File: src/rtl/game_pkg.sv
// game_pkg: shared phase encoding and field widths for the game round sequencer.
package game_pkg;
    typedef enum logic [2:0] {
        IDLE   = 3'd0,
        SHOW   = 3'd1,
        ANSWER = 3'd2,
        RESULT = 3'd3,
        OVER   = 3'd4
    } phase_e;
    localparam int SEC_W   = 8;
    localparam int ROUND_W = 4;
    localparam int SCORE_W = 4;
endpackage

File: src/rtl/sec_down_counter.sv
// sec_down_counter: loadable seconds counter decremented by tick, with a registered expiry flag.
module sec_down_counter
    import game_pkg::*;
(
    input  logic             clk,
    input  logic             rst_n,
    input  logic             load,
    input  logic [SEC_W-1:0] load_val,
    input  logic             tick,
    output logic [SEC_W-1:0] value,
    output logic             last
);
    always_ff @(posedge clk or negedge rst_n) begin
        if (!rst_n) begin
            value <= '0;
            last  <= 1'b0;
        end else if (load) begin
            value <= load_val;
            last  <= 1'b0;
        end else begin
            last  <= tick && value == SEC_W'(1);
            value <= (tick && value != '0) ? value - SEC_W'(1) : value;
        end
    end
endmodule

File: src/rtl/game_round_sequencer.sv
// game_round_sequencer: runs timed show/answer/result rounds, judges answers and keeps score.
module game_round_sequencer
    import game_pkg::*;
#(
    parameter int PERIOD_SEC = 15,
    parameter int ANSWER_SEC = 10,
    parameter int RESULT_SEC = 2,
    parameter int NUM_ROUNDS = 5,
    parameter int CNT_W      = 8
) (
    input  logic               Clk100M,
    input  logic               RstN,
    input  logic               tick1Hz,
    input  logic               gameSig,
    input  logic [CNT_W-1:0]   symCount,
    input  logic               answerValid,
    input  logic [CNT_W-1:0]   answer,
    output logic               startGen,
    output logic               stopGen,
    output logic               answerSig,
    output logic               correct,
    output logic               wrong,
    output logic [2:0]         phase,
    output logic [7:0]         timeLeft,
    output logic [ROUND_W-1:0] roundNum,
    output logic [SCORE_W-1:0] score,
    output logic               gameOver
);
    phase_e           state;
    logic             game_q;
    logic [CNT_W-1:0] exp_count;
    logic [SEC_W-1:0] time_left;
    logic [SEC_W-1:0] load_val;
    logic             last, load, start_fire, judged, hit, expire;

    assign phase    = state;
    assign timeLeft = time_left;

    // The counter reloads on phase entry; after an expiry that is the cycle following 'last'.
    always_comb begin
        start_fire = gameSig && !game_q && (state == IDLE || state == OVER);
        judged     = state == ANSWER && answerValid;
        hit        = answer == (stopGen ? symCount : exp_count);
        expire     = tick1Hz && time_left == SEC_W'(1);
        load       = start_fire || judged || last;
        load_val   = start_fire      ? SEC_W'(PERIOD_SEC) :
                     judged          ? SEC_W'(RESULT_SEC) :
                     state == SHOW   ? SEC_W'(PERIOD_SEC) :
                     state == ANSWER ? SEC_W'(ANSWER_SEC) :
                     state == RESULT ? SEC_W'(RESULT_SEC) : '0;
    end

    sec_down_counter u_timer (
        .clk      (Clk100M),
        .rst_n    (RstN),
        .load     (load),
        .load_val (load_val),
        .tick     (tick1Hz),
        .value    (time_left),
        .last     (last)
    );

    always_ff @(posedge Clk100M or negedge RstN) begin
        if (!RstN) begin
            state     <= IDLE;
            game_q    <= 1'b1;
            exp_count <= '0;
            startGen  <= 1'b0;
            stopGen   <= 1'b0;
            answerSig <= 1'b0;
            correct   <= 1'b0;
            wrong     <= 1'b0;
            roundNum  <= '0;
            score     <= '0;
            gameOver  <= 1'b0;
        end else begin
            game_q   <= gameSig;
            startGen <= 1'b0;
            stopGen  <= 1'b0;
            correct  <= 1'b0;
            wrong    <= 1'b0;
            // stopGen is high exactly on the first ANSWER cycle, when symCount has settled
            if (stopGen)
                exp_count <= symCount;
            case (state)
                IDLE, OVER: if (start_fire) begin
                    state    <= SHOW;
                    startGen <= 1'b1;
                    score    <= '0;
                    roundNum <= ROUND_W'(1);
                    gameOver <= 1'b0;
                end
                SHOW: if (expire) begin
                    state     <= ANSWER;
                    stopGen   <= 1'b1;
                    answerSig <= 1'b1;
                end
                ANSWER: if (judged || expire) begin
                    state     <= RESULT;
                    answerSig <= 1'b0;
                    correct   <= judged && hit;
                    wrong     <= !(judged && hit);
                    if (judged && hit && score != '1)
                        score <= score + SCORE_W'(1);
                end
                RESULT: if (expire) begin
                    if (roundNum == ROUND_W'(NUM_ROUNDS)) begin
                        state    <= OVER;
                        gameOver <= 1'b1;
                    end else begin
                        state    <= SHOW;
                        roundNum <= roundNum + ROUND_W'(1);
                        startGen <= 1'b1;
                    end
                end
                default: state <= IDLE;
            endcase
        end
    end
endmodule

File: config.mk
export PLATFORM = sky130hd
export DESIGN_NAME = game_round_sequencer
export DESIGN_NICKNAME = d
export VERILOG_FILES = /design/src/rtl/game_pkg.sv /design/src/rtl/sec_down_counter.sv /design/src/rtl/game_round_sequencer.sv
export SDC_FILE = /design/constraint.sdc
export NUM_CORES = 1
export LEC_CHECK = 0
export BUFFER_PORTS_ARGS = -buffer_cell sky130_fd_sc_hd__buf_2
export CORE_MARGIN = 5
export CORE_UTILIZATION = 40
export CTS_BUF_LIST = sky130_fd_sc_hd__clkbuf_8
export CTS_CLUSTER_SIZE = 14
export DETAILED_ROUTE_END_ITERATION = 10
export PLACE_DENSITY_LB_ADDON = 0.15
export SYNTH_ARGS = -nofsm -noshare
export SYNTH_HDL_FRONTEND = slang
export SYNTH_HIERARCHICAL = 1
export SYNTH_SLANG_ARGS = --single-unit
File: constraint.sdc
create_clock -name Clk100M -period 5.45 [get_ports Clk100M]
set_clock_uncertainty 0.1 [all_clocks]
set_input_delay 0.545 -clock Clk100M [delete_from_list [all_inputs] [get_ports Clk100M]]
set_output_delay 0.545 -clock Clk100M [all_outputs]
set_load 0.03 [all_outputs]
## After elaboration in Yosys (flattened, before gate mapping)

Index checks and enable logic that the tools add are counted.
Widths: inputs -> output; s select.

| operators by class | value |
|---|---|
| add/sub/neg operators | 3 |
| equality and inequality tests | 15 |
| multiplexer cells | 40 |
| reductions and logical operators | 25 |

Operators by type and width:

| operator | count |
|---|---|
| $mux 4 | 10 |
| $mux 8 | 3 |
| $pmux 4 s2 | 2 |
| $reduce_and 4->1 | 4 |
| $mux 1 | 15 |
| $mux 3 | 5 |
| $pmux 3 s4 | 1 |
| $add 4x1->4 const B | 2 |
| $eq 8x1->1 const B | 1 |
| $eq 8x8->1 | 1 |
| $ne 2x2->1 const B | 4 |
| $reduce_bool 2->1 | 4 |
| $reduce_bool 8->1 | 1 |
| $sub 8x1->8 const B | 1 |
| $logic_and 1x1->1 | 7 |
| $eq 3x2->1 const B | 2 |
| $ne 2x1->1 const B | 3 |
| $pmux 1 s2 | 3 |
| $eq 4x3->1 const B | 1 |
| $logic_or 1x1->1 | 4 |
| $ne 4x4->1 const B | 1 |
| $eq 3x1->1 const B | 1 |
| $eq 3x3->1 const B | 1 |
| $logic_not 3->1 | 1 |
| other kinds (4) | 5 |

| word-level totals | value |
|---|---|
| logic and storage cells | 96 |
| output and inout bits | 25 |
| bits of input ports | 21 |
| register bits | 35 |

## Longest topological paths before layout

Gate-level depths: netlist of the first run.

| logic depth | value |
|---|---|
| depth in word-level cells | 7 |
| mapped depth | 10 |

## By module

Netlist of the first run, hierarchy kept.

By module, submodules not included:

| module | area each (sq um) | seq. area each (sq um) | instances | cells each |
|---|---|---|---|---|
| game_round_sequencer | 1420.1 | 651.9 | 1 | 141 |
| sec_down_counter | 569.3 | 225.2 | 1 | 62 |

## Worst setup path before layout of the first run

Ideal clock, no wire load.

| timing path | value |
|---|---|
| path kind | register -> register |
| start | register state[0] (netlist: phase[0]) |
| end | register u_timer.value[4] |
| library setup time | 0.130 ns |
| arrival time | 1.951 ns |
| slack | 3.269 ns |
| stages on the path, launching flop included | 9 |
| path through | dfrtp_1 > buf_2 > nor3b_2 > nand2_1 > nand2_1 > clkbuf_1 > clkbuf_1 > o21a_1 > o21ai_0 |

| between the ends | value |
|---|---|
| word-level cells in the longest chain between the ends | 6 |
| elaborated cells on any way between the ends | 10 |

RTL lines:

| what | RTL line | source |
|---|---|---|
| start, declared | game_round_sequencer.sv:29 | `phase_e state;` |
| start signal, assigned | game_round_sequencer.sv:65 | `state <= IDLE;` |
| start signal, assigned | game_round_sequencer.sv:87 | `state <= SHOW;` |
| start signal, assigned | game_round_sequencer.sv:94 | `state <= ANSWER;` |
| $eq 3x3->1 / $logic_not 3->1 (equally long branches) | game_round_sequencer.sv:41 | `start_fire = gameSig && !game_q && (state == IDLE \|\| state == OVER);` |
| $logic_or 1x1->1 | game_round_sequencer.sv:41 |  |
| $logic_and 1x1->1 | game_round_sequencer.sv:41 |  |
| $logic_or 1x1->1 (*) (2 in a row) | game_round_sequencer.sv:45 | `load = start_fire \|\| judged \|\| last;` |
| named net load | game_round_sequencer.sv:34 | `logic last, load, start_fire, judged, hit, expire;` |
| $mux 8 / $reduce_bool 2->1 (equally long branches) | -- |  |
| end signal, assigned | sec_down_counter.sv:18 | `value <= load_val;` |
| end signal, assigned | sec_down_counter.sv:22 | `value <= (tick && value != '0) ? value - SEC_W'(1) : value;` |
| end, declared | sec_down_counter.sv:10 | `output logic [SEC_W-1:0] value,` |

Mark *: on every way through the listed nets, which the timed path passes. The rest lies on a longest branch.
A chain may end at the register's enable or synchronous reset.

## Final worst setup path of the first run

| timing path | value |
|---|---|
| start | register state[1] (netlist: phase[1]) |
| end | register u_timer.value[1] |

Same word-level chain as after synthesis.

==> reports/qor.yml, run 1 <==
floorplanning:
  die_area_mm2: 0.00648
  ios: 46
  die-width_um: 80.5
  core_mm2: 0.00479
  initial_utilization_pct: 41.6
  rows: 25
  die_h_um: 80.5
clock_network:
  cts_max_level: 2
  clock_latency_ns: 0.28
  cts.clk_slew.worst_paths_ns: 0.07
  cts_setup_buffers: 0
  cts_tree: "yes"
  cts_hold_buf: 0
  numCtsBuffers: 5
  clock_sink_count: 35
  cts-root-buf: "clkbuf_8"
  post_cts_resized: 0
  cts_max_path_buffers: 2
critical_path:
  max_stage_delay_ns: 0.53
  crit_top_cell: "nand2_1"
  cp-end-kind: "flop"
  crit_end: "u_timer/value[1]"
  crit_start: "phase[1]"
  reg2reg_depth: 6
  critical_path_class: "flop to flop"
  timing.rr.start: "phase[1]"
  worstReg2RegEnd: "u_timer/value[1]"
  path_cells: "nor3b_2 > nand2_1 > nand2_1 > nor2b_1 > nor3b_1 > a221o_1"
  crit_fanout: 19
  critPathSlowestCell: "dfrtp_1"
  crit_required_ns: 5.52
  ff2ff_setup_slack_ns: 3.06
  cp.depth: 6
  critPathBufInv: 0
  path_delay_family: "simple AND/OR/NAND/NOR gates"
  critPathLaunchType: "flop"
  arrival_ns: 2.46
placement:
  dp_hpwl_um: 3170
  port-buffer-count: 45
  finalWeightedCongestion: 0.810
pwr:
  ir_worst_vdd_v: 0.000293
  power_density_mw_per_mm2: 504
  cellLeakagePower_nw: 1.16
final_layout:
  multiInputGateArea_mm2: 0.00105
  regArea_um2: 877
  areaGrowthSynthToFinish_pct: 19.5
  nNetsFinal: 278
  antenna_cells: 0
  fillers: 456
  drive_above_1_share_pct: 29.2
route:
  wire_per_inst_um: 13.4
  drcViolationCount: 0
  vias: 1579
  firstDrtPassIters: 4
  vias_per_cell: 4.93
  drtIter0Drc: 130
  final_antenna_net_count: 0
  drt-total-wl_um: 4280
grt:
  grt_use_total_pct: 14.3
  grt_pass1_vias: 1474
  gr-total-overflow: 0
  grt_max_degree: 36
  antenna_found_initial: 0
  grt_pass1_wl_um: 7090
sta:
  setup_viol: 0
  rsz0062_at_grt: "no"
  slew_headroom_pct: 49.3
  fmax_mhz: 419
  worst_pin_slew_ns: 0.761
  setup_tns_ns: 0
  period_share_pct: 43.8
  worst_hold_slack_ns: 0.225
  hold_viol: 0
  min_period_ns: 2.39
  drv_slew: 0
yosys:
  synth_top_family_by_area: "simple AND/OR/NAND/NOR gates"
  avgSynthCellArea_um2: 9.80
  yosysUniqueCellTypes: 51
  muxShareOfSynthArea_pct: 7.92
  synthXorXnorAreaFrac_pct: 4.34
  synth_compound_area_share_pct: 10.8
  synth-simple-area-share_pct: 25.6
  synthArstFlopShare_pct: 100
  synth-adder-area-share_pct: 3.14
  ys_seq_elements: 35
  synth_area_mm2: 0.00199
  ys.flop_type: "dfrtp_1"
  synth_seq_area_share_pct: 44.1
  syn_inst: 203
  synth-edff-count: 0
  yosysWarnings: 6
status:
  status: "completed"
min_path:
  min_path_type: "input port to async pin"
job:
  maxCapViolCount: 0
-- cells in the mapped netlist (3+ instances only) --
| cell type | number | area share [%] |
|---|---|---|
| dfrtp_1 | 34 | 43 |
| nand2_1 | 17 | 3.2 |
| nor2_1 | 15 | 2.8 |
| inv_1 | 12 | 2.3 |
| o21ai_0 | 10 | 2.5 |
| nor3_1 | 9 | 2.3 |
| a21oi_1 | 8 | 2.0 |
| nor2b_1 | 7 | 2.2 |
| mux2_2 | 6 | 3.4 |
| mux2i_1 | 6 | 3.0 |
| nand4_1 | 6 | 1.9 |
| ha_1 | 5 | 3.1 |
| nand3_1 | 5 | 1.3 |
| nand3b_1 | 4 | 1.5 |
| xnor2_1 | 4 | 1.8 |
| xor2_1 | 4 | 1.8 |
| clkbuf_1 | 3 | 0.57 |
| nor3b_1 | 3 | 1.1 |
| or3_1 | 3 | 0.94 |
-- cells by family (layout without fill, tap and decap cells) --
logic type,after synthesis,in the layout
multiplexers,14,14
adder cells (fa/ha/maj),5,5
flip-flops,35,35
AND/OR/NAND/NOR,86,86
XOR/XNOR,9,9
buffers and inverters,18,65
other,1,4
AO/OA/AOI/OAI,35,35
-- how the worst min path moves through the flow --
stage / end / slack [ns]
final: phase[2] / 0.23
after global routing: game_q / 0.25
after floorplan: answerSig / 0.15
after global placement: exp_count[0] / 0.38
after detailed placement: exp_count[7] / 0.39
after CTS: game_q / 0.26
-- routing by layer --
metal | GRT usage (%) | wire (um) | up-vias
met1 | 19.8 | 2110 | 727
met4 | 4.56 | 27 | 0
met2 | 21.3 | 1890 | 41
li1 | - | - | 809
met3 | 4.48 | 262 | 2
met5 | 0 | 0 | -
-- placed cells by master (no fill, tap or decap), types with 2 or more instances in the layout --
cell type,count
a21o_1,2
a21oi_1,8
a22oi_1,2
a31oi_1,2
buf_2,45
clkbuf_8,7
conb_1,4
dfrtp_1,34
ha_1,5
inv_1,13
mux2_2,6
mux2_4,2
mux2i_1,6
nand2_1,17
nand2b_1,2
nand3_1,5
nand3b_1,4
nand4_1,6
nor2_1,15
nor2b_1,7
nor3_1,9
nor3b_1,3
nor3b_2,2
o211ai_1,2
o21a_1,2
o21ai_0,10
o21ai_1,2
or3_1,3
xnor2_1,4
xor2_1,4
-- area by class of cell --
cell class	count	area share, %
tap	67	3.53
inverter	12	1.89
multi-input combinational	153	44.0
sequential	35	36.9
clock buffer	7	4.05
clock inverter	1	0.158
timing repair buffer	45	9.47
-- per-stage QoR --
step	utilization (%)	std cells	setup slack [ns]	total power, W	cell area (um2)
2_1_floorplan	-	206	3.27	0.000858	2000
3_3_place_gp	47.6	312	3.07	0.000996	2280
3_5_place_dp	47.6	312	3.07	0.000999	2280
4_1_cts	49.7	320	3.07	0.00121	2380
5_1_grt	49.7	320	2.88	0.00130	2380
6_report	49.7	320	3.06	0.00120	2380
-- where the power goes --
group	internal (W)	total, W	leakage, nW	switching, W
sequential	0.000342	0.000438	0.455	0.0000959
combinational	0.000216	0.000556	0.652	0.000340
clock	0.000113	0.000204	0.0557	0.0000908
total	0.000671	0.00120	1.16	0.000527
-- registers in the layout, indices dropped and copies added (netlist names), 3 cells and up --
| signal | cells |
|---|---|
| roundNum | 4 |
| score | 4 |
| phase | 3 |
| u_timer/value | 8 |
| exp_count | 8 |
Power figures use the tool's default switching activity.
==> inputs of run 2 (changes only) <==
Settings changed: ABC_AREA set to 1.
Clock period 5.45 ns to 1.9 ns, I/O delays scaled along.
==> run 2 against run 1 <==
  * Routed wire length increased by 25%
  * Critical path depth increased by 8
  * Hold slack got worse by 0.18 ns
  * Largest power group unchanged
  * Sequential cell count unchanged
  * Critical endpoint is now u_timer/value[7]
  * Die area increased by 10%
  * Clock-buffer cell count decreased by 1
  * Cell count increased by 42%
  * Sequential power increased to 2.6 times the previous value
  * Global-route usage increased by 1.5 points
  * Register-to-register slack got worse by 2.9 ns
  * Synthesized cell count increased by 51%
==> reports/qor.yml, run 2 <==
pwr:
  ir_worst_vdd_v: 0.000907
  power_density_mw_per_mm2: 1480
  cellLeakagePower_nw: 1.57
final_layout:
  reg_top3: "exp_count (8), u_timer/value (8)"
  utilization_pct: 52.1
  final_cell_mix: "88 x nand2_1, 45 x buf_2, 41 x inv_1"
  areaGrowthSynthToFinish_pct: 27.6
  antenna_cells: 0
  drive_above_1_share_pct: 30.8
  layout.cells.most_common: "nand2_1"
  finalNonFillerCells: 455
  nNetsFinal: 408
placement:
  dp.cells: 442
  finalWeightedCongestion: 0.810
  dp_hpwl_um: 4250
  port-buffer-count: 45
job:
  maxCapViolCount: 0
yosys:
  yosysMostFrequentCell: "nand2_1"
  syn_inst: 307
  synthTopCellsByArea: "dfrtp_1 38%, nand2_1 15%, inv_1 6.9%"
  synth_seq_area_share_pct: 39.5
  synth-edff-count: 0
  yosysWarnings: 6
  muxShareOfSynthArea_pct: 0.507
  avgSynthCellArea_um2: 7.23
  ys_seq_elements: 35
  synth-simple-area-share_pct: 39.5
  synthXorXnorAreaFrac_pct: 0.789
  synth_area_mm2: 0.00222
  synth-adder-area-share_pct: 2.82
  synthArstFlopShare_pct: 100
  synth_compound_area_share_pct: 7.72
  yosysUniqueCellTypes: 33
  yosysTopAreaCell: "dfrtp_1"
  yosys.area.top_type_share_pct: 38.3
  ys.flop_type: "dfrtp_1"
  synth_top_family_by_area: "simple AND/OR/NAND/NOR gates"
  synth_common_cells: "90 x nand2_1, 41 x inv_1, 34 x dfrtp_1, 34 x nor2_1, 27 x nand3_1"
critical_path:
  arrival_ns: 1.85
  timing.rr.start: "game_q"
  critical_path_class: "input port to flop"
  ff2ff_setup_slack_ns: 0.15
  crit_fanout: 10
  cp-end-kind: "flop"
  worstReg2RegEnd: "u_timer/value[7]"
  crit_required_ns: 1.98
  critPathLaunchType: "input port"
  reg2reg_depth: 13
clock_network:
  cts_max_level: 2
  cts_tree: "yes"
  cts-root-buf: "clkbuf_8"
  numCtsBuffers: 5
  cts.clk_slew.worst_paths_ns: 0.07
  cts_max_path_buffers: 2
  clock_sink_count: 35
  clock_latency_ns: 0.29
min_path:
  min_path_type: "input port to flop"
  holdPathStages: 3
  holdPathEnd: "exp_count[5]"
  hold_path.startpoint: "symCount[5]"
grt:
  gr-total-overflow: 0
  grt_max_degree: 19
  antenna_found_initial: 0
  grt_pass1_vias: 2039
  grt_use_total_pct: 15.9
  grt_pass1_wl_um: 9270
route:
  drcViolationCount: 0
  final_antenna_net_count: 0
  wire_per_inst_um: 11.7
  vias_per_cell: 4.72
  drt-total-wl_um: 5330
  drtIter0Drc: 73
  firstDrtPassIters: 4
  vias: 2146
sta:
  setup_viol: 0
  rsz0062_at_grt: "no"
  fmax_mhz: 566
  worst_hold_slack_ns: 0.0484
  min_period_ns: 1.77
  hold_viol: 0
  drv_slew: 0
  setup_tns_ns: 0
  period_share_pct: 93.0
floorplanning:
  ios: 46
  die_h_um: 84.5
  core_mm2: 0.00544
  die-width_um: 84.5
  initial_utilization_pct: 40.8
  die_area_mm2: 0.00714
  rows: 27
status:
  status: "completed"
==> run 2: through the flow <==
stage | instance area (um2) | setup slack (ns) | total power, W
floorplan | 2230 | 0.00983 | 0.00282
global placement | 2670 | 0.0505 | 0.00355
detailed placement | 2670 | -0.0773 | 0.00356
CTS | 2780 | 0.0708 | 0.00415
global route | 2830 | 0.00323 | 0.00457
finish | 2830 | 0.134 | 0.00418
==> run 2: final cells by class <==
cell class | instances | area, um2
multi-input cells | 227 | 1190
clock inverters | 2 | 8.76
fillers | 546 | 2610
repair buffers | 68 | 415
flip-flops and latches | 35 | 880
clock buffers | 6 | 82.6
well taps | 72 | 90.1
inverters | 45 | 169
==> run 2: logic make-up (layout without fill, tap and decap cells) <==
family,Yosys count,in the layout
mux,1,1
buf+inv,48,121
other cells,1,4
xor+xnor,2,2
simple gates,187,187
flops,35,35
compound gates,28,28
fa+ha+maj,5,5
==> run 2: worst max-delay path, stage by stage <==
cell and delay [ns]:
dlygate4sd3_1 0.53, buf_2 0.15, nand3_2 0.09, inv_2 0.05, nor2_2 0.08, nand2_2 0.10, buf_12 0.16, nor2_8 0.11
buf_4 0.13, inv_1 0.04, nand2_2 0.08, nor2_1 0.04, nand2_1 0.05, nand2_1 0.05
==> run 2: worst max-delay path by stage <==
stage / startpoint / end / slack (ns) / cells past startpoint
floorplan: phase[1] / u_timer/value[6] / 0.01 / 12
global placement: phase[1] / u_timer/value[4] / 0.05 / 11
detailed placement: phase[1] / u_timer/value[4] / -0.08 / 12
CTS: gameSig / u_timer/value[7] / 0.07 / 14
global route: gameSig / u_timer/value[4] / 0.003 / 13
finish: gameSig / u_timer/value[7] / 0.13 / 14
==> run 2: what timing repair did <==
action | CTS | global route
setup endpoints to repair | 5 | 15
hold endpoints to repair | 16 | 0
pin swaps | 0 | 2
buffers inserted | 0 | 3
hold buffers | 2 | 0
gates resized for setup | 1 | 9
==> run 2: report_power, final <==
group	switching (W)	leakage, nW	internal, W	total, W
sequential	0.000165	0.423	0.000975	0.00114
combinational	0.00160	1.09	0.000883	0.00248
clock	0.000273	0.0524	0.000287	0.000560
==> run 2: layer usage <==
layer / wire, um / track usage (%) / up-vias
li1: - / - / 1111
met1: 2480 / 21.0 / 988
met2: 2530 / 25.8 / 41
met3: 249 / 3.63 / 6
met4: 70 / 4.75 / 0
met5: 0 / 0 / -
==> inputs of run 3 (changes only) <==
Settings changed: ABC_AREA 1 to unset.
Clock period 1.9 ns to 2.2 ns, I/O delays scaled along.
==> run 3 against run 2 <==
  * Via count decreased by 24%
  * Critical path type unchanged
  * Sequential share of layout area grew 5.1 points
  * First-iteration DRC count rose by 15%
  * Highest routed layer unchanged
==> reports/qor.yml, run 3 (synthesis results as in run 1) <==
final_layout:
  drive_above_1_share_pct: 30.8
  antenna_cells: 0
  reg_top3: "exp_count (8), u_timer/value (8)"
  layout.cells.most_common: "buf_2"
  finalNonFillerCells: 327
  nNetsFinal: 287
  areaGrowthSynthToFinish_pct: 22.0
  final_cell_mix: "45 x buf_2, 34 x dfrtp_1, 17 x nand2_1"
clock_network:
  cts_max_level: 2
  cts_setup_buffers: 0
  cts.clk_slew.worst_paths_ns: 0.06
  numCtsBuffers: 5
  clock_latency_ns: 0.28
  cts-root-buf: "clkbuf_8"
  cts_tree: "yes"
  cts_max_path_buffers: 2
  clock_sink_count: 35
pwr:
  cellLeakagePower_nw: 1.19
  p_switching_w: 0.00132
  clockPowerShare_pct: 14.2
  seqPwrFrac_pct: 35.9
  ir_worst_vdd_v: 0.000587
  intPower_w: 0.00164
  comb_power_share_pct: 49.8
  p_sw_share_pct: 44.5
  power_density_mw_per_mm2: 1220
placement:
  dp.cells: 319
  dp_hpwl_um: 3300
  port-buffer-count: 45
  finalWeightedCongestion: 0.768
critical_path:
  critPathSlowestCell: "dlygate4sd3_1"
  crit_top_cell: "nor2_1"
  critPathLaunchType: "input port"
  ff2ff_setup_slack_ns: 0.16
  cp-end-kind: "flop"
  crit_required_ns: 2.26
  max_stage_delay_ns: 0.53
  timing.rr.start: "stopGen"
  path_cells: "dlygate4sd3_1 > buf_2 > nor2b_1 > and2_1 > nor2_1 > nand2_1 > buf_4 > nor2_1 > a221o_1"
  worstReg2RegEnd: "score[1]"
  crit_fanout: 6
  critical_path_class: "input port to flop"
  reg2reg_depth: 6
  arrival_ns: 2.11
grt:
  grt_pass1_vias: 1534
  grt_pass1_wl_um: 7320
  grt_max_degree: 36
  gr-total-overflow: 0
  antenna_found_initial: 0
  grt_use_total_pct: 14.7
job:
  maxCapViolCount: 0
min_path:
  holdPathEnd: "exp_count[1]"
  holdPathStages: 2
  min_path_type: "input port to flop"
  hold_path.startpoint: "symCount[1]"
floorplanning:
  die_h_um: 80.5
  ios: 46
  core_mm2: 0.00479
  initial_utilization_pct: 41.6
  rows: 25
  die-width_um: 80.5
  die_area_mm2: 0.00648
sta:
  fmax_mhz: 488
  period_share_pct: 93.1
  drv_slew: 0
  slew_headroom_pct: 46.7
  worst_hold_slack_ns: 0.0950
  setup_tns_ns: 0
  min_period_ns: 2.05
  hold_viol: 0
  worst_pin_slew_ns: 0.800
  setup_viol: 0
  rsz0062_at_grt: "no"
route:
  drcViolationCount: 0
  drt-total-wl_um: 4460
  vias_per_cell: 5.02
  wire_per_inst_um: 13.6
  vias: 1640
  final_antenna_net_count: 0
  drtIter0Drc: 84
  firstDrtPassIters: 4
status:
  status: "completed"
[run 3: layout make-up]
class,instances,area (um2)
clock inverter,1,3.75
clock buffer,5,68.8
multi-input combinational,153,1050
inverter,12,45.0
tap,67,83.8
fill,483,2360
sequential,35,877
timing repair buffer,54,298
[run 3: metrics by stage]
stage,setup slack (ns),area (um2),utilization (%),total power (W)
finish,0.151,2430,50.7,0.00296
global route,0.0330,2430,50.7,0.00320
CTS,0.0978,2420,50.6,0.00298
detailed placement,0.116,2330,48.7,0.00253
global placement,0.184,2330,48.7,0.00252
floorplan,0.0192,2000,-,0.00213
[run 3: how the worst max path moves through the flow]
stage	start	to	slack [ns]	cells after the start
finish	gameSig	u_timer/value[1]	0.15	9
global placement	stopGen	score[1]	0.18	6
detailed placement	stopGen	score[1]	0.12	6
CTS	stopGen	score[1]	0.1	6
global route	gameSig	u_timer/value[5]	0.03	10
floorplan	phase[0]	u_timer/value[4]	0.02	8
[run 3: per-layer routing]
metal | track usage (%) | vias up | wire length (um)
li1 | - | 826 | -
met1 | 19.8 | 772 | 2160
met2 | 22.8 | 36 | 1990
met3 | 4.15 | 6 | 247
met4 | 4.56 | 0 | 60
met5 | 0 | - | 0
[run 3: critical path: cells and delay by family]
kind                   cells  cell delay (ns)
AOI/OAI and AO/OA          1             0.30
buffers and inverters      3             0.81
and+or+nand+nor            5             0.78
[run 3: power groups by stage]
| stage | Clock (W) | Sequential (W) | Combinational [W] |
|---|---|---|---|
| 2_1_floorplan | 0 | 0.00126 | 0.000867 |
| 3_3_place_gp | 0 | 0.00107 | 0.00145 |
| 3_5_place_dp | 0 | 0.00107 | 0.00147 |
| 4_1_cts | 0.000444 | 0.00106 | 0.00148 |
| 5_1_grt | 0.000470 | 0.00110 | 0.00163 |
| 6_report | 0.000421 | 0.00106 | 0.00147 |
[run 3: what timing repair did]
item	4_1_cts	5_1_grt
endpoints found under the setup margin	0	4
endpoints found under the hold margin	35	0
hold buffers	2	0
resized for setup	0	1
